--- src/rtl/anton_neopixel_stream_loader.sv ---
// Loads one frame of pixel bytes from a valid/ready stream into the neopixel buffer,
// then programs the limit/ctrl registers for a single run and waits for the latch phase.
module anton_neopixel_stream_loader #(
    parameter int unsigned BUFFER_END   = 7,
    parameter int unsigned WAIT_TIMEOUT = 65535,
    parameter logic [13:0] REG_BASE     = 14'h2000
) (
    input  logic        busClk,
    input  logic        busReset,
    input  logic [7:0]  streamData,
    input  logic        streamValid,
    input  logic        streamLast,
    output logic        streamReady,
    input  logic        mode32,
    input  logic        pixelsSync,
    output logic [13:0] busAddr,
    output logic [7:0]  busDataIn,
    output logic        busWrite,
    output logic        busRead,
    output logic        busy,
    output logic        frameDone,
    output logic        errOverflow,
    output logic        errTimeout
);
    localparam int unsigned    TW       = (WAIT_TIMEOUT < 2) ? 1 : $clog2(WAIT_TIMEOUT + 1);
    localparam logic [13:0]    LAST_IDX = 14'(BUFFER_END);
    localparam logic [TW-1:0]  TMO_LOAD = TW'(WAIT_TIMEOUT - 1);

    typedef enum logic [3:0] {
        S_IDLE, S_INIT, S_SETTLE, S_LOAD, S_MAXLO, S_MAXHI, S_START, S_WAIT_HI, S_WAIT_LO
    } state_t;

    state_t        state_q, state_d;
    logic [13:0]   cnt_q, cnt_d;
    logic [TW-1:0] tmo_q, tmo_d;
    logic          mode32_q, mode32_d;
    logic          sync_meta_q, sync_q;
    logic [13:0]   addr_q, addr_d;
    logic [7:0]    data_q, data_d;
    logic          wr_q, wr_d;
    logic          done_q, done_d;
    logic          ovf_q, ovf_d;
    logic          tout_q, tout_d;
    logic [15:0]   max_len;

    assign max_len = {2'b00, cnt_q} - 16'd1;

    always_comb begin
        state_d  = state_q;
        cnt_d    = cnt_q;
        tmo_d    = tmo_q;
        mode32_d = mode32_q;
        ovf_d    = ovf_q;
        tout_d   = tout_q;
        wr_d     = 1'b0;
        addr_d   = '0;
        data_d   = '0;
        done_d   = 1'b0;
        case (state_q)
            S_IDLE: begin
                if (streamValid) begin
                    mode32_d = mode32;
                    ovf_d    = 1'b0;
                    tout_d   = 1'b0;
                    cnt_d    = '0;
                    state_d  = S_INIT;
                end
            end
            S_INIT: begin
                wr_d    = 1'b1;
                addr_d  = REG_BASE + 14'd2;
                data_d  = 8'h01;
                state_d = S_SETTLE;
            end
            // downstream drops any write on the cycle right after init
            S_SETTLE: state_d = S_LOAD;
            S_LOAD: begin
                if (streamValid) begin
                    if (cnt_q <= LAST_IDX) begin
                        wr_d   = 1'b1;
                        addr_d = {1'b0, cnt_q[12:0]};
                        data_d = streamData;
                        cnt_d  = cnt_q + 14'd1;
                    end else begin
                        ovf_d = 1'b1;
                    end
                    if (streamLast) state_d = S_MAXLO;
                end
            end
            S_MAXLO: begin
                wr_d    = 1'b1;
                addr_d  = REG_BASE;
                data_d  = max_len[7:0];
                state_d = S_MAXHI;
            end
            S_MAXHI: begin
                wr_d    = 1'b1;
                addr_d  = REG_BASE + 14'd1;
                data_d  = max_len[15:8];
                state_d = S_START;
            end
            S_START: begin
                wr_d    = 1'b1;
                addr_d  = REG_BASE + 14'd2;
                data_d  = {3'b000, mode32_q, 4'b0110};
                tmo_d   = TMO_LOAD;
                state_d = S_WAIT_HI;
            end
            S_WAIT_HI, S_WAIT_LO: begin
                if (state_q == S_WAIT_LO && !sync_q) begin
                    done_d  = 1'b1;
                    state_d = S_IDLE;
                end else if (tmo_q == '0) begin
                    tout_d  = 1'b1;
                    state_d = S_IDLE;
                end else begin
                    tmo_d = tmo_q - TW'(1);
                    if (sync_q) state_d = S_WAIT_LO;
                end
            end
            default: state_d = S_IDLE;
        endcase
    end

    always_ff @(posedge busClk) begin
        if (busReset) begin
            state_q     <= S_IDLE;
            cnt_q       <= '0;
            tmo_q       <= '0;
            mode32_q    <= 1'b0;
            sync_meta_q <= 1'b0;
            sync_q      <= 1'b0;
            addr_q      <= '0;
            data_q      <= '0;
            wr_q        <= 1'b0;
            done_q      <= 1'b0;
            ovf_q       <= 1'b0;
            tout_q      <= 1'b0;
        end else begin
            state_q     <= state_d;
            cnt_q       <= cnt_d;
            tmo_q       <= tmo_d;
            mode32_q    <= mode32_d;
            sync_meta_q <= pixelsSync;
            sync_q      <= sync_meta_q;
            addr_q      <= addr_d;
            data_q      <= data_d;
            wr_q        <= wr_d;
            done_q      <= done_d;
            ovf_q       <= ovf_d;
            tout_q      <= tout_d;
        end
    end

    assign streamReady = (state_q == S_LOAD);
    assign busy        = (state_q != S_IDLE);
    assign busAddr     = addr_q;
    assign busDataIn   = data_q;
    assign busWrite    = wr_q;
    assign busRead     = 1'b0;
    assign frameDone   = done_q;
    assign errOverflow = ovf_q;
    assign errTimeout  = tout_q;

endmodule

--- config.mk ---
export PLATFORM = sky130hd
export DESIGN_NAME = anton_neopixel_stream_loader
export DESIGN_NICKNAME = d
export VERILOG_FILES = /design/src/rtl/anton_neopixel_stream_loader.sv
export SDC_FILE = /design/constraint.sdc
export NUM_CORES = 1
export LEC_CHECK = 0
export BUFFER_PORTS_ARGS = -buffer_cell sky130_fd_sc_hd__buf_2
export CAP_MARGIN = 10
export CORE_MARGIN = 1
export CORE_UTILIZATION = 60
export DETAILED_ROUTE_END_ITERATION = 8
export PLACE_DENSITY = 0.84
export SLEW_MARGIN = 5
export SYNTH_ARGS = -nofsm -noshare
export SYNTH_HDL_FRONTEND = slang
export SYNTH_SLANG_ARGS = --single-unit
--- constraint.sdc ---
create_clock -name busClk -period 4.2 [get_ports busClk]
set_input_delay 0.42 -clock busClk [delete_from_list [all_inputs] [get_ports busClk]]
set_output_delay 0.42 -clock busClk [all_outputs]
set_load 0.1 [all_outputs]
# After elaboration in Yosys (flattened, before gate mapping)
# Cells that the tools add are included.
# totals
register_bits,63
out_inout_bits,29
wordCells,83
# op_classes
n_addsub,3
n_lt_le_gt_ge,1
n_eq_ne,17
mux,31
n_bitwise,1
n_reduce_logical,18
# ops
cell,count
14-bit one-hot mux with 4 select lines,1
14-bit two-way mux,3
8-bit one-hot mux with 5 select lines,1
16-bit two-way mux,2
16-bit one-hot mux with 2 select lines,1
4-bit one-hot mux with 8 select lines,1
14-bit one-hot mux with 2 select lines,1
13-bit two-way mux,2
4-bit two-way mux,6
"4-bit by 3-bit equality test with 1-bit output, second input constant",4
16-bit logical NOT,1
8-bit two-way mux,2
4-bit AND reduction,4
"16-bit by 1-bit subtractor with 16-bit output, second input constant",1
"14-bit by 1-bit subtractor with 15-bit output, second input constant",1
"14-bit by 1-bit adder with 14-bit output, second input constant",1
"14-bit by 3-bit <= comparator with 1-bit output, second input constant",1
"2-bit != test, second input constant",7
"4-bit by 2-bit equality test with 1-bit output, second input constant",2
1-bit two-way mux,8
1-bit one-hot mux with 2 select lines,3
2-bit nonzero test,3
2-bit OR reduction,3
"4-bit by 1-bit equality test with 1-bit output, second input constant",1
11 further kinds,11

# Longest topological paths before layout
# depth
word_depth,4
mapped_depth,8
depth_no_buf,7

# Worst setup path after synthesis
# No wires, ideal clock.
# synth_path
path_type,flip-flop to flip-flop
start,reg state_q[0]
end,reg data_q[1] (netlist: busDataIn[1])
setup_ps,74
arrival_ps,3527
required_ps,4126
path_slack_ps,599
path_stages_with_launch,8
n_path_buf,2
path_cell_list,dfxtp_1 -> nand2_1 -> nor3_1 -> and3_1 -> buf_6 -> buf_12 -> nand2_1 -> a31oi_1
# synth_between
elab_chain_cells,2
elab_cells_between_ends,6
cone_classes,eq/ne: 5; mux: 1
# synth_lines
item,line,text
start: declaration,33,"state_t state_q, state_d;"
start signal: assignment,140,state_q <= state_d;
4-bit by 2-bit equality test with 1-bit output,-,
net streamReady,13,"output logic streamReady,"
8-bit one-hot mux with 5 select lines,59,case (state_q)
end signal: assignment,147,data_q <= data_d;
end: declaration,39,"logic [7:0] data_q, data_d;"
# The timed path passes the listed nets, and every way through them passes these cells.
# A chain may end at the register's enable or synchronous reset.

# Worst setup path in the final report
# layout_path
start,reg state_q[1]
end,out streamReady
# layout_between
elab_chain_cells,1
# layout_lines
item,line,text
4-bit by 2-bit equality test with 1-bit output,155,assign streamReady = (state_q == S_LOAD);
end: declaration,13,
# Every way passes these cells.

==> results.yml <==
clock_network:
  cts_hold_buf: 0
  clk_pin_slew_ps: 70
  cts_tree: "done"
  cts_buffer_depth: 2
  cts_resized: 0
  numCtsBuffers: 9
  clkSinkCount: 63
  clock_insertion_delay_worst_skew_ps: 360
  cts_setup_buffers: 0
  root_buffer: "clkbuf_8"
  ctsHtreeMaxLevel: 3
timing:
  fmax_mhz: 378
  period_minus_slack_ps: 2640
  setup_violations: 0
  period_share: 0.629
  max-slew-margin-rel: 0.393
  tightestPinTransition_ps: 906
  setup_tns_ps: 0
  fin_worst_skew_ps: 6.67
  hold_viol_final: 0
  rsz0062_at_grt: "false"
  maxSlewViolCount: 0
synth:
  yosys-top-cells-count: "63 x dfxtp_1, 35 x nor2_1, 31 x nand2_1"
  yosysMostFrequentCell: "dfxtp_1"
  synth_top_cell_by_area: "dfxtp_1"
  async_flop_share: 0
  syn_area_um2: 2980
  seq_area_frac_synth: 0.423
  synth_top_area_share: 0.423
  avgSynthCellArea_um2: 8.83
  yosysWarnings: 0
  synth.ff_latch_count: 63
  dominantRegCellSynth: "dfxtp_1"
  ys_types: 58
  synth_edf_count: 0
  synth_cells: 338
  netlist_top_cells_area: "dfxtp_1 42%, nor2_1 4.4%, xnor2_1 4.4%"
min_path:
  hp-start: "pixelsSync"
  hp-class: "in -> reg"
layout:
  final_cells: 453
  area_delta_synth_final_pct: 14.5
  nNetsFinal: 398
  fin_util: 0.719
  multi_input_comb_area_um2: 1620
  post_route_cells_drive_above_1_share: 0.179
  fillCellCount: 384
  diodes: 0
  design_area_um2: 3420
  seqCellArea_um2: 1260
drt:
  drt_iter0_drc: 190
  via_per_inst: 5.68
  via_count: 2572
  wl_met3_um: 361
  remaining_drc_errors: 0
  wl_mm: 6.36
  wl_met2_mm: 2.82
  top_layer_used: "met4"
  drt_pass1_iterations: 4
  detail-route-antenna-nets: 0
  wl_per_cell_um: 14.0
  met1_length_mm: 3.09
pwr:
  p_seq_frac: 0.449
  leakagePower_nw: 1.35
  p_sw_w: 0.000469
  share_comb_of_total_power: 0.174
  ir_drop_v: 0.000323
  cellPowerDensity_nw_per_um2: 421
  internal_power_w: 0.000969
  switching_share: 0.326
  power_frac_clock: 0.377
  power.total_w: 0.00144
worst_setup_path:
  crit_start: "state_q[1]$_SDFFE_PP0P_"
  cp_max_fo: 20
  crit_chain: "nand2_1 > nor3_1 > buf_2"
  rr_startpoint: "state_q[1]$_SDFFE_PP0P_"
  crit_type: "reg -> out"
  cp.arrival_ps: 2220
  startpoint_type: "flop"
  slowest_stage: "dfxtp_1"
  endpoint_kind: "output pin"
  max_stage_delay_ps: 750
  worstPathRequired_ps: 3780
place:
  hpwl_mm: 4.37
  dp.cells: 437
  portBuffers: 41
  place_area_um2: 3210
  gp_congestion: 0.852
die:
  die_w_um: 72.5
  rows: 25
  core_area_um2: 4750
  die_h_um: 72.5
  dieArea_um2: 5260
  num_io_pins: 43
  start_util: 0.628
outcome:
  status: "completed"
global_routing:
  grt.total_usage: 0.263
  antenna_found_initial: 0
  grt_pass1_vias: 2274
  grt_pass1_wl_mm: 10.6
  grt_max_degree: 33
  grt.overflow.total: 0
flow_run:
  cap_violations: 0
## final timing paths
kind	endpoint	slack (ps)	cells past startpoint
min reg2reg	sync_q$_SDFF_PP0_	470	1
max reg2reg	cnt_q[2]$_SDFFE_PP0P_	1850	5
min	sync_meta_q$_SDFF_PP0_	280	2
max	streamReady	1560	3
## sequential cells by signal, summed over array words and instances, names as in the netlist
register / count
errTimeout: 1
cnt_q: 14
busDataIn: 8
state_q: 4
busAddr: 14
frameDone: 1
mode32_q: 1
sync_q: 1
busWrite: 1
tmo_q: 16
errOverflow: 1
sync_meta_q: 1
## kinds of logic after synthesis
kind of cell / count (synthesis) / synth area share
simple gates: 154 / 0.291
compound gates: 65 / 0.155
flops: 63 / 0.423
buf+inv: 28 / 0.0465
xor+xnor: 22 / 0.0646
fa+ha+maj: 3 / 0.0126
mux: 2 / 0.00671
other cells: 1 / 0.00126
## cell type report
| cell class | count | share of cell area |
|---|---|---|
| Tap cell | 67 | 0.0245 |
| Sequential cell | 63 | 0.369 |
| Multi-Input combinational cell | 257 | 0.475 |
| Inverter | 8 | 0.00879 |
| Clock buffer | 10 | 0.0403 |
| Timing Repair Buffer | 42 | 0.0622 |
| Clock inverter | 6 | 0.0205 |
## critical path: cells and delay by family, from the launching register on
family        cells  cell delay, ps
buf+inv           1             500
flops             1             750
simple gates      2             610
## per-layer routing
layer,up-vias,global-route usage
met2,72,0.380
li1,1297,-
met3,13,0.0639
met1,1190,0.367
met5,-,0
met4,0,0.131
## placed cells by master, fill, tap and decap left out, drive strengths merged, types with 2 or more instances in the layout
cell type	count
o211ai	6
ha	3
a22oi	3
xor2	7
clkbuf	10
a221oi	3
xnor2	15
and2	10
clkinvlp	3
nand3b	7
nand4b	3
mux2i	2
a21oi	15
a211oi	4
a31oi	10
o2111ai	2
buf	42
nand2b	2
nor4	10
nor3b	3
nor2b	5
nand4	6
conb	11
o31ai	2
nor2	35
dfxtp	63
o21a	9
nor3	17
inv	8
clkinv	2
nor4b	2
nand3	9
o21ai	5
nand2	31
or4	5
and3	2
or3	2
## power by group through the flow
stage	combinational, W	sequential [W]	clock [W]
3_5_place_dp	0.000248	0.000660	0
6_report	0.000250	0.000646	0.000542
2_1_floorplan	0.000158	0.000713	0
5_1_grt	0.000268	0.000651	0.000570
4_1_cts	0.000249	0.000646	0.000548
3_3_place_gp	0.000245	0.000658	0
## per-stage QoR
| stage | worst slack [ps] | hold slack, ps |
|---|---|---|
| after floorplan | 599 | 414 |
| after global placement | 2000 | 419 |
| after detailed placement | 1920 | 446 |
| after CTS | 1580 | 279 |
| after global routing | 1370 | 309 |
| final | 1560 | 281 |
Power figures use the tool's default switching activity.
